--- src/rtl/button_debouncer.sv ---
// Push-button conditioner: 2-flop synchroniser, debounce FSM and registered
// level / press / release / long-press outputs for the LED toggle stage.
module button_debouncer #(
    parameter int unsigned DEBOUNCE_CYCLES   = 240000,
    parameter int unsigned LONG_PRESS_CYCLES = 12000000,
    parameter bit          ACTIVE_LOW        = 1'b0
) (
    input  logic CLK,
    input  logic RST,
    input  logic BTN,
    output logic BTN_STABLE,
    output logic PRESS,
    output logic RELEASE,
    output logic LONG_PRESS
);

    localparam int DEB_W  = $clog2(DEBOUNCE_CYCLES + 1);
    localparam int HOLD_W = (LONG_PRESS_CYCLES > 0) ? $clog2(LONG_PRESS_CYCLES + 1) : 1;
    localparam logic [DEB_W-1:0]  DEB_MAX  = DEB_W'(DEBOUNCE_CYCLES);
    localparam logic [HOLD_W-1:0] HOLD_MAX = HOLD_W'(LONG_PRESS_CYCLES);
    localparam bit LONG_EN = (LONG_PRESS_CYCLES != 0);

    typedef enum logic [1:0] {
        ST_IDLE,
        ST_PRESS_WAIT,
        ST_PRESSED,
        ST_RELEASE_WAIT
    } state_e;

    state_e             state_q, state_d;
    logic               s1_q, s1_d;
    logic               s2_q, s2_d;
    logic [DEB_W-1:0]   deb_cnt_q, deb_cnt_d;
    logic [HOLD_W-1:0]  hold_cnt_q, hold_cnt_d;
    logic               stable_q, stable_d;
    logic               press_q, press_d;
    logic               release_q, release_d;
    logic               long_q, long_d;

    function automatic logic [DEB_W-1:0] deb_inc(input logic [DEB_W-1:0] v);
        return (v == DEB_MAX) ? v : v + DEB_W'(1);
    endfunction

    function automatic logic [HOLD_W-1:0] hold_inc(input logic [HOLD_W-1:0] v);
        return (v == HOLD_MAX) ? v : v + HOLD_W'(1);
    endfunction

    always_comb begin
        // NOTE: every signal gets a default first so no path infers a latch.
        s1_d       = BTN ^ ACTIVE_LOW;
        s2_d       = s1_q;
        state_d    = state_q;
        deb_cnt_d  = deb_cnt_q;
        hold_cnt_d = hold_cnt_q;
        stable_d   = stable_q;
        press_d    = 1'b0;
        release_d  = 1'b0;
        long_d     = 1'b0;

        case (state_q)
            ST_IDLE: begin
                if (s2_q) begin
                    state_d   = ST_PRESS_WAIT;
                    deb_cnt_d = DEB_W'(1);
                end
            end
            ST_PRESS_WAIT: begin
                if (!s2_q) begin
                    state_d   = ST_IDLE;
                    deb_cnt_d = '0;
                end else begin
                    deb_cnt_d = deb_inc(deb_cnt_q);
                    if (deb_cnt_d == DEB_MAX) begin
                        state_d    = ST_PRESSED;
                        deb_cnt_d  = '0;
                        hold_cnt_d = '0;
                        stable_d   = 1'b1;
                        press_d    = 1'b1;
                    end
                end
            end
            ST_PRESSED: begin
                // Hold time keeps running on the edge that starts release debouncing.
                hold_cnt_d = hold_inc(hold_cnt_q);
                if (LONG_EN && hold_cnt_q != HOLD_MAX && hold_cnt_d == HOLD_MAX) begin
                    long_d = 1'b1;
                end
                if (!s2_q) begin
                    state_d   = ST_RELEASE_WAIT;
                    deb_cnt_d = DEB_W'(1);
                end
            end
            ST_RELEASE_WAIT: begin
                if (s2_q) begin
                    state_d   = ST_PRESSED;
                    deb_cnt_d = '0;
                end else begin
                    deb_cnt_d = deb_inc(deb_cnt_q);
                    if (deb_cnt_d == DEB_MAX) begin
                        state_d   = ST_IDLE;
                        deb_cnt_d = '0;
                        stable_d  = 1'b0;
                        release_d = 1'b1;
                    end
                end
            end
            default: state_d = ST_IDLE;
        endcase
    end

    always_ff @(posedge CLK) begin
        // NOTE: state updates use <= so every flop samples pre-edge values.
        if (RST) begin
            s1_q       <= 1'b0;
            s2_q       <= 1'b0;
            state_q    <= ST_IDLE;
            deb_cnt_q  <= '0;
            hold_cnt_q <= '0;
            stable_q   <= 1'b0;
            press_q    <= 1'b0;
            release_q  <= 1'b0;
            long_q     <= 1'b0;
        end else begin
            s1_q       <= s1_d;
            s2_q       <= s2_d;
            state_q    <= state_d;
            deb_cnt_q  <= deb_cnt_d;
            hold_cnt_q <= hold_cnt_d;
            stable_q   <= stable_d;
            press_q    <= press_d;
            release_q  <= release_d;
            long_q     <= long_d;
        end
    end

    assign BTN_STABLE = stable_q;
    assign PRESS      = press_q;
    assign RELEASE    = release_q;
    assign LONG_PRESS = long_q;

endmodule

--- config.mk ---
export PLATFORM = sky130hd
export DESIGN_NAME = button_debouncer
export DESIGN_NICKNAME = d
export VERILOG_FILES = /design/src/rtl/button_debouncer.sv
export SDC_FILE = /design/constraint.sdc
export NUM_CORES = 1
export LEC_CHECK = 0
export CAP_MARGIN = 20
export CORE_MARGIN = 2
export CORE_UTILIZATION = 65
export CTS_BUF_LIST = sky130_fd_sc_hd__clkbuf_8
export DETAILED_ROUTE_END_ITERATION = 12
export HOLD_SLACK_MARGIN = 0.12
export PLACE_DENSITY = 0.81
export SLEW_MARGIN = 20
export SYNTH_ARGS = -nofsm -noshare
export SYNTH_HDL_FRONTEND = slang
export SYNTH_SLANG_ARGS = --single-unit
--- constraint.sdc ---
create_clock -name CLK -period 3 [get_ports CLK]
set_input_delay 0.75 -clock CLK [delete_from_list [all_inputs] [get_ports CLK]]
set_output_delay 0.75 -clock CLK [all_outputs]
set_load 0.05 [all_outputs]
== Yosys cells after proc, flatten, opt, wreduce, memory -nomap -nowiden ==
Cells that the tools add are included.
Operators by class
  $lt $le $gt $ge: 0
  reduce and logical (&&, ||, !) cells: 11
  muxes and demuxes: 25
  multipliers: 0
  equal/unequal tests: 16
  $add $sub $neg: 2
  bitwise logic cells: 4
  shift-type cells: 0
  divide/modulo/power cells: 0
Operator list (number)
  two-way mux 18 bit: 6
  two-way mux 24 bit: 3
  one-hot mux 18 bit (4 select lines): 1
  equality test 24 bit (second input constant): 2
  one-hot mux 24 bit (2 select lines): 1
  equality test 18 bit (second input constant): 2
  adder 24 x 1 -> 24 bit (second input constant): 1
  inequality test 24 bit (second input constant): 1
  adder 18 x 1 -> 18 bit (second input constant): 1
  two-way mux 2 bit: 6
  inequality test 2 bit (second input constant): 6
  one-hot mux 2 bit (4 select lines): 1
  two-way mux 1 bit: 6
  inequality test 3 bit (second input constant): 2
  OR reduction 3 bit: 2
  AND reduction 5 bit: 1
  equality test 2 bit (second input constant): 2
  inverter 1 bit: 4
  AND reduction 4 bit: 1
  nonzero test 2 bit: 2
  AND reduction 3 bit: 1
  equality test 2 x 1 -> 1 bit (second input constant): 1
  logical NOT 2 bit: 1
  one-hot mux 1 bit (2 select lines): 1
  3 further kinds: 3
Storage, ports and cells
  output and inout port bits: 4
  RAM bits: 0
  register bits after elaboration: 50
  latch bits: 0
  memories: 0
  ROM bits: 0

== Depth between registers and ports, before layout ==
Gate-level depths: netlist (run 1).
  depth in word-level cells: 6
  depth in mapped cells: 10
  mapped depth without buffers: 9

== Worst setup path after synthesis (run 1) ==
OpenSTA, ideal clock, no wires.
  path type: reg2reg
  start: register deb_cnt_q[0]
  end: register deb_cnt_q[7]
  clock period less this slack: 2.639 ns
  stages on the path, launching flop included: 10
  path buffers: 1
  path slack: 0.361 ns
  arrival time: 2.517 ns
  cell sequence: dfxtp_1 > ha_1 > nand4_1 > or3_4 > or4b_4 > a21boi_4 > and4_1 > buf_4 > nor2_2 > a221o_1
Between the ends
  longest elaborated chain between the ends: 6
  elaborated cells between the ends (all ways): 8
  classes of those cells: add/sub (1); eq/ne (2); mux (5)
RTL lines
  start: declaration: line 33  | logic [DEB_W-1:0] deb_cnt_q, deb_cnt_d;
  start signal: assignment: line 127  | deb_cnt_q <= deb_cnt_d;
  adder 18 x 1 -> 18 bit / equality test 18 bit (equally long branches): line 41  | return (v == DEB_MAX) ? v : v + DEB_W'(1);
  two-way mux 18 bit *: line 41
  equality test 18 bit: line 73, 99
  two-way mux 18 bit *: line 73, 99
  two-way mux 18 bit (on tied branches): line 94, 68
  one-hot mux 18 bit (4 select lines) *: line 60  | case (state_q)
Every way passes the cells marked *; elsewhere a longest branch is shown, timed or not.
A chain may end at the register's enable or synchronous reset.

== Final worst setup path (run 1) ==
Ends and elaborated chain as after synthesis.

==> summary.txt, run 1 <==
Finish
  – Final Non-Filler Cells: about 480
  – Most common cell after layout, fill and taps aside: dfxtp_1
  – Sequential Area: 1001 µm²
  – Area occupied by multi-input gates: 2048 µm²
  – Layout area overhead: 6.161%
  – Cell area after layout: 3450 µm²
  – Nets: 420
  – Diodes inserted: 0
  – Share of layout cells above drive strength 1: 11.59%
  – Most frequent cells in the layout: dfxtp_1, nand2_1, nand3_1
  – FILL cells: approximately 380

Routing
  – DR pass1 iterations: 5
  – Via count: between 3000 and 4000
  – Vias per cell: around 6.3
  – Initial DRC Count: approximately 320
  – Post-route ant nets: 0
  – Remaining DRCs: 0
  – WL final: between 7000 and 8000 µm
  – Post-DR wirelength/cell: 15.48 µm

STA
  – Final Skew: ~0.008 ns
  – RSZ-0062 raised after global routing: false
  – Final Max Tran Viols: 0
  – Achievable Freq: approximately 0.35 GHz
  – Final hold vios: 0
  – Final WS setup: between 0.15 and 0.2 ns
  – Final setup fails: 0
  – Worst-Margin Slew: about 0.62 ns
  – Fin Setup TNS: 0 ns
  – Min Tclk post-route: roughly 2.8 ns
  – Slew HR: roughly 60%
  – Final Cycle Share: a little over nine tenths

Pwr
  – Leakage Power: roughly 1.1 nW
  – Pwr Density: between 300 and 400 nW/µm²
  – Worst vdd ir: between 0.2 and 0.25 mV

Synth
  – Cell variety after synth: 70
  – Area leader, netlist: dfxtp_1
  – Top_reg_cell synth: dfxtp_1
  – Synth warn: 0
  – Register area share after synthesis: a little under a third
  – Mapped Cells: about 420
  – Synth top area cells: dfxtp_1, nand3_1, nand2_1, xnor2_1, a31oi_1
  – Share of the synthesized area in the top cell type: 30.80%
  – Post-Syn Area: about 3200 µm²
  – Async S/R FF share, synth: 0%
  – Post-synth net total: ~420
  – Synthesized area per cell: a little under 8 µm²
  – Post-synth EDFFs: 0
  – Synth Register Bits: 50

Floorplan
  – Die area: approximately 5600 µm²
  – Die W: 74.71 µm
  – Core footprint: between 4000 and 5000 µm²
  – Floorplan row count: 25
  – Initial core utilization: about two thirds
  – IO Count: 7
  – Die Height: about 75 µm

Clock tree
  – Clk_lat worst skew: between 0.3 and 0.4 ns
  – Clock Pin Slew Worst Setup and Hold Paths: ~0.090 ns
  – H-tree Lvls: 2
  – Clock sink count: 50
  – Post-CTS sizing: 0
  – CTS tree: done
  – Post-CTS Setup Inserts: 0
  – Clock buffer depth: 2
  – Clk root buf: clkbuf_8
  – Hold_buf cts: 0
  – Num CTS Buffers: 5

GRT
  – Vias in the first global route: about 2600
  – Largest net degree at the start of global routing: 18
  – Total GRT Usage: 28.26%
  – Initial antenna violation count: 0
  – Gr ovfl total: 0
  – Global-route wire length before repair: roughly 12000 µm

Critical path
  – Crit start category: flip-flop
  – Critical Path AT: 3.05 ns
  – Worst Path Required: about 3.2 ns
  – Largest fanout on the critical path: 6
  – CP endpoint kind: flip-flop
  – Crit path kind: flip-flop to flip-flop
  – Worst path cell trace: ha_1 -> nand4_1 -> or3_4 -> or4b_4 -> a21boi_4 -> and4_1 -> nor2_2 -> a221o_1
  – Slowest-stage cell, CP: or4b_4
  – Worst path max stage delay: roughly 0.52 ns

Job
  – Maxcap violations: 0

Place
  – Cell Area, Placed: roughly 3400 µm²
  – Hpwl dp: between 5000 and 6000 µm
  – DP Worst Slack: ~0.19 ns
  – Port Buf Inserts: 6
  – GPL Wtd Cong: around 0.91
  – # placed instances: around 470

Status
  – Status: finished clean

Min path
  – HP Class: flip-flop to flip-flop
==> critical path, delay by kind of cell, from the launching register on <==
kind	cells	cell delay, ns
compound gates	2	0.50
fa+ha+maj	1	0.24
flops	1	0.42
simple gates	5	1.58
==> cell type report <==
type	count	area share [%]
Multi-Input combinational cell	324	59.38
Sequential cell	50	29.02
Tap cell	67	2.430
Inverter	9	0.9793
Clock inverter	2	0.3627
Clock buffer	6	2.394
Timing Repair Buffer	23	5.441
==> power by group <==
group	switching [W]	total, W	internal (W)
logic	0.0000375	0.0000583	0.0000208
registers	0.00000790	0.000678	0.000670
clock network	0.000230	0.000416	0.000186
total	0.000276	0.00115	0.000877
==> flip-flops by register name, summed over array words and instances, names as in the netlist, named ones only <==
register	flops
LONG_PRESS	1
hold_cnt_q	24
s2_q	1
s1_q	1
state_q	1
RELEASE	1
PRESS	1
deb_cnt_q	18
BTN_STABLE	1
==> cells in the mapped netlist, drive strengths merged, types with 5 or more instances <==
master	count
dfxtp	50
clkbuf	17
xnor2	17
a31oi	19
nor2	31
and3	8
or3	9
buf	17
nand3	41
nand2	44
nor2b	5
xor2	8
nor3	19
nand4	16
nor4	11
o21ai	18
inv	9
a21oi	15
==> routing by layer <==
| metal | vias up | part of all wire (%) | wire length [µm] | global-route usage (%) |
|---|---|---|---|---|
| li1 | 1513 | - | - | - |
| met1 | 1424 | 49 | 3663 | 42.30 |
| met2 | 86 | 44 | 3241 | 41.89 |
| met3 | 8 | 6.1 | 456 | 4.418 |
| met4 | 0 | 1.1 | 83 | 8.532 |
| met5 | - | 0 | 0 | 0 |
==> metrics by stage <==
stage          util [%]  hold slack, ns  power (W)
3_3_place_gp      70.09          0.4463  0.0007509
6_report          72.08          0.4604   0.001152
3_5_place_dp      70.09          0.4406  0.0007514
4_1_cts           72.08          0.4637   0.001161
2_1_floorplan         -          0.4138  0.0007330
5_1_grt           72.08          0.4802   0.001189
==> kinds of logic after synthesis <==
group	share of synthesized area, %
flip-flops	30.80
adder cells (fa/ha/maj)	1.540
AND/OR/NAND/NOR	35.89
buffers and inverters	6.161
AO/OA/AOI/OAI	18.56
multiplexers	0.3081
XOR/XNOR	6.739
==> final timing paths <==
check | from | to | slack [ns] | cells after the start
max | deb_cnt_q[0]$_SDFFE_PP0P_ | deb_cnt_q[7]$_SDFFE_PP0P_ | 0.16 | 8
min reg2reg | s1_q$_SDFF_PP0_ | s2_q$_SDFF_PP0_ | 0.46 | 1
min | s1_q$_SDFF_PP0_ | s2_q$_SDFF_PP0_ | 0.46 | 1
max reg2reg | deb_cnt_q[0]$_SDFFE_PP0P_ | deb_cnt_q[7]$_SDFFE_PP0P_ | 0.16 | 8
(Power assumes the default switching activity.)
==> run 2: changes to the inputs <==
CORE_UTILIZATION = 58   (was 65)
PLACE_DENSITY = 0.73   (was 0.81)
TNS_END_PERCENT = 100   (was unset)
==> run 2 against run 1 <==
Sequential power barely moved. Combinational power about the same. Cell area decreased by 0.40%. Largest cell class unchanged. Count of clock-buffer cells in the layout is 1 higher. Clock skew up 0.0034 ns. Hold slack worse by 0.0013 ns. First-iteration DRC count increased by 3.8%. Fmax fell by 0.60%. Non-clock buffer count fell by 4. Wire length shrank 0.50%.
==> summary.txt, run 2 (synthesis gave the netlist of run 1 again) <==
Critical path
  – Crit path kind: flip-flop to flip-flop
  – Worst path max stage delay: around 0.51 ns
  – Worst reg2reg path depth: 8
  – Slowest-stage cell, CP: or4b_4
  – Flop2flop setup slack: between 0.1 and 0.15 ns
  – CP endpoint kind: flip-flop
  – Largest fanout on the critical path: 6
  – CP Capture Point: deb_cnt_q[7]$_SDFFE_PP0P_
  – Worst path cell trace: ha_1 -> nand4_1 -> or3_4 -> or4b_4 -> a21boi_4 -> and4_1 -> nor2_2 -> a221o_1
  – Worst Path Required: roughly 3.2 ns
  – Worst reg2reg endpoint: deb_cnt_q[7]$_SDFFE_PP0P_
  – Crit start category: flip-flop
  – FF-to-FF Start: deb_cnt_q[0]$_SDFFE_PP0P_
  – Setup crit start: deb_cnt_q[0]$_SDFFE_PP0P_
  – Critical Path AT: between 3 and 4 ns

Job
  – Maxcap violations: 0

Pwr
  – Switching power: 0.0002760 W
  – Worst vdd ir: roughly 0.22 mV
  – P_int: roughly 0.0009 W
  – Clk pwr share: 37.5%
  – Combinational share of power: between 4 and 5%
  – Leakage Power: 1.099 nW
  – Switching Fraction: about a quarter
  – Sequential fraction of design power: between 50% and 60%
  – Pwr Density: about 340 nW/µm²

Routing
  – Post-route ant nets: 0
  – Vias per cell: 6.129
  – Top Metal Used: met4
  – Met3 WL: around 520 µm
  – Remaining DRCs: 0
  – Via count: roughly 3000
  – DR pass1 iterations: 4
  – Initial DRC Count: between 300 and 400
  – DRT met1 WL: roughly 3700 µm
  – WL final: 7407 µm
  – Met2 WL: between 3000 and 4000 µm
  – Post-DR wirelength/cell: between 15 and 20 µm

Clock tree
  – Post-CTS sizing: 0
  – H-tree Lvls: 2
  – CTS tree: done
  – Num CTS Buffers: 5
  – Clock buffer depth: 2
  – Clk_lat worst skew: around 0.3 ns
  – Post-CTS Setup Inserts: 0
  – Clock sink count: 50
  – Hold_buf cts: 0
  – Clock Pin Slew Worst Setup and Hold Paths: approximately 0.090 ns
  – Clk root buf: clkbuf_8

STA
  – Final setup fails: 0
  – Achievable Freq: 0.3497 GHz
  – Final Skew: 0.01144 ns
  – Min Tclk post-route: 2.859 ns
  – Slew HR: 59.03%
  – Fin Setup TNS: 0 ns
  – Final WS setup: around 0.14 ns
  – RSZ-0062 raised after global routing: false
  – Final hold vios: 0
  – Final Max Tran Viols: 0
  – Final Cycle Share: 95.31%
  – Worst-Margin Slew: 0.6124 ns

Finish
  – Diodes inserted: 0
  – Final core utilization: between 60 and 70%
  – Share of layout cells above drive strength 1: a little over a tenth
  – FILL cells: 476
  – Largest Register: hold_cnt_q
  – Area occupied by multi-input gates: ~2000 µm²
  – Layout area overhead: 5.738%
  – Largest register FFs: 24
  – Largest registers: hold_cnt_q: 24 flops, deb_cnt_q: 18 flops
  – Sequential Area: roughly 1000 µm²
  – Most common cell after layout, fill and taps aside: dfxtp_1
  – Most frequent cells in the layout: dfxtp_1, nand2_1, nand3_1
  – Nets: roughly 420

Place
  – Port Buf Inserts: 6
  – DP Worst Slack: ~0.22 ns
  – Hpwl dp: around 5400 µm
  – GPL Wtd Cong: about 0.95

Floorplan
  – Die Height: just under 80 µm
  – Floorplan row count: 27
  – Initial core utilization: about three fifths
  – IO Count: 7
  – Die W: about 80 µm
  – Die area: around 6200 µm²
  – Core footprint: ~5500 µm²

Min path
  – HP Class: flip-flop to flip-flop

GRT
  – Largest net degree at the start of global routing: 21
  – Total GRT Usage: 25.25%
  – Vias in the first global route: ~2800
  – Global-route wire length before repair: 12770 µm
  – Gr ovfl total: 0
  – Initial antenna violation count: 0

Status
  – Status: finished clean
## run 2: changes by cell type in the layout (fill, tap and decap cells not counted)
cell        delta
buf_4          -4
clkinvlp_4     -1
clkinv_2       -1
clkinv_4       +1
clkbuf_8       +1
## run 2: how the worst min path moves through the flow
| stage | depth (start not counted) | slack (ns) | start | end |
|---|---|---|---|---|
| 2_1_floorplan | 1 | 0.41 | s1_q$_SDFF_PP0_ | s2_q$_SDFF_PP0_ |
| 3_3_place_gp | 1 | 0.44 | s1_q$_SDFF_PP0_ | s2_q$_SDFF_PP0_ |
| 3_5_place_dp | 1 | 0.43 | s1_q$_SDFF_PP0_ | s2_q$_SDFF_PP0_ |
| 4_1_cts | 1 | 0.46 | s1_q$_SDFF_PP0_ | s2_q$_SDFF_PP0_ |
| 5_1_grt | 1 | 0.47 | s1_q$_SDFF_PP0_ | s2_q$_SDFF_PP0_ |
| 6_report | 1 | 0.46 | s1_q$_SDFF_PP0_ | s2_q$_SDFF_PP0_ |
## run 2: layout make-up
cell class | count | area share (%)
multi-input cells | 324 | 59.61
flip-flops and latches | 50 | 29.13
repair buffers | 19 | 4.588
clock buffers | 7 | 2.804
well taps | 72 | 2.622
inverters | 9 | 0.9832
clock inverters | 1 | 0.2549
## run 2: power groups by stage
stage / sequential, W / clock, W / combinational, W
finish: 0.000678 / 0.000443 / 0.0000582
floorplan: 0.000699 / 0 / 0.0000338
global route: 0.000680 / 0.000478 / 0.0000630
CTS: 0.000678 / 0.000454 / 0.0000580
detailed placement: 0.000694 / 0 / 0.0000576
global placement: 0.000693 / 0 / 0.0000575
## run 2: stage by stage
step	total power [W]	instance area (µm²)	instances	hold slack (ns)
2_1_floorplan	0.0007330	3249	417	0.4138
3_5_place_dp	0.0007513	3331	474	0.4292
3_3_place_gp	0.0007508	3331	474	0.4402
4_1_cts	0.001190	3436	482	0.4635
5_1_grt	0.001221	3436	482	0.4719
6_report	0.001179	3436	482	0.4591
## run 2: layer usage
layer / GRT usage [%] / vias to the layer above
met5: 0 / -
met4: 6.724 / 0
met3: 3.864 / 2
met2: 37.78 / 91
met1: 37.77 / 1353
li1: - / 1508
## run 2: worst max-delay path, delay by kind of cell (launching register included)
kind	cells	cell delay, ns
flip-flops	1	0.42
AO/OA/AOI/OAI	2	0.51
adder cells (fa/ha/maj)	1	0.25
AND/OR/NAND/NOR	5	1.57
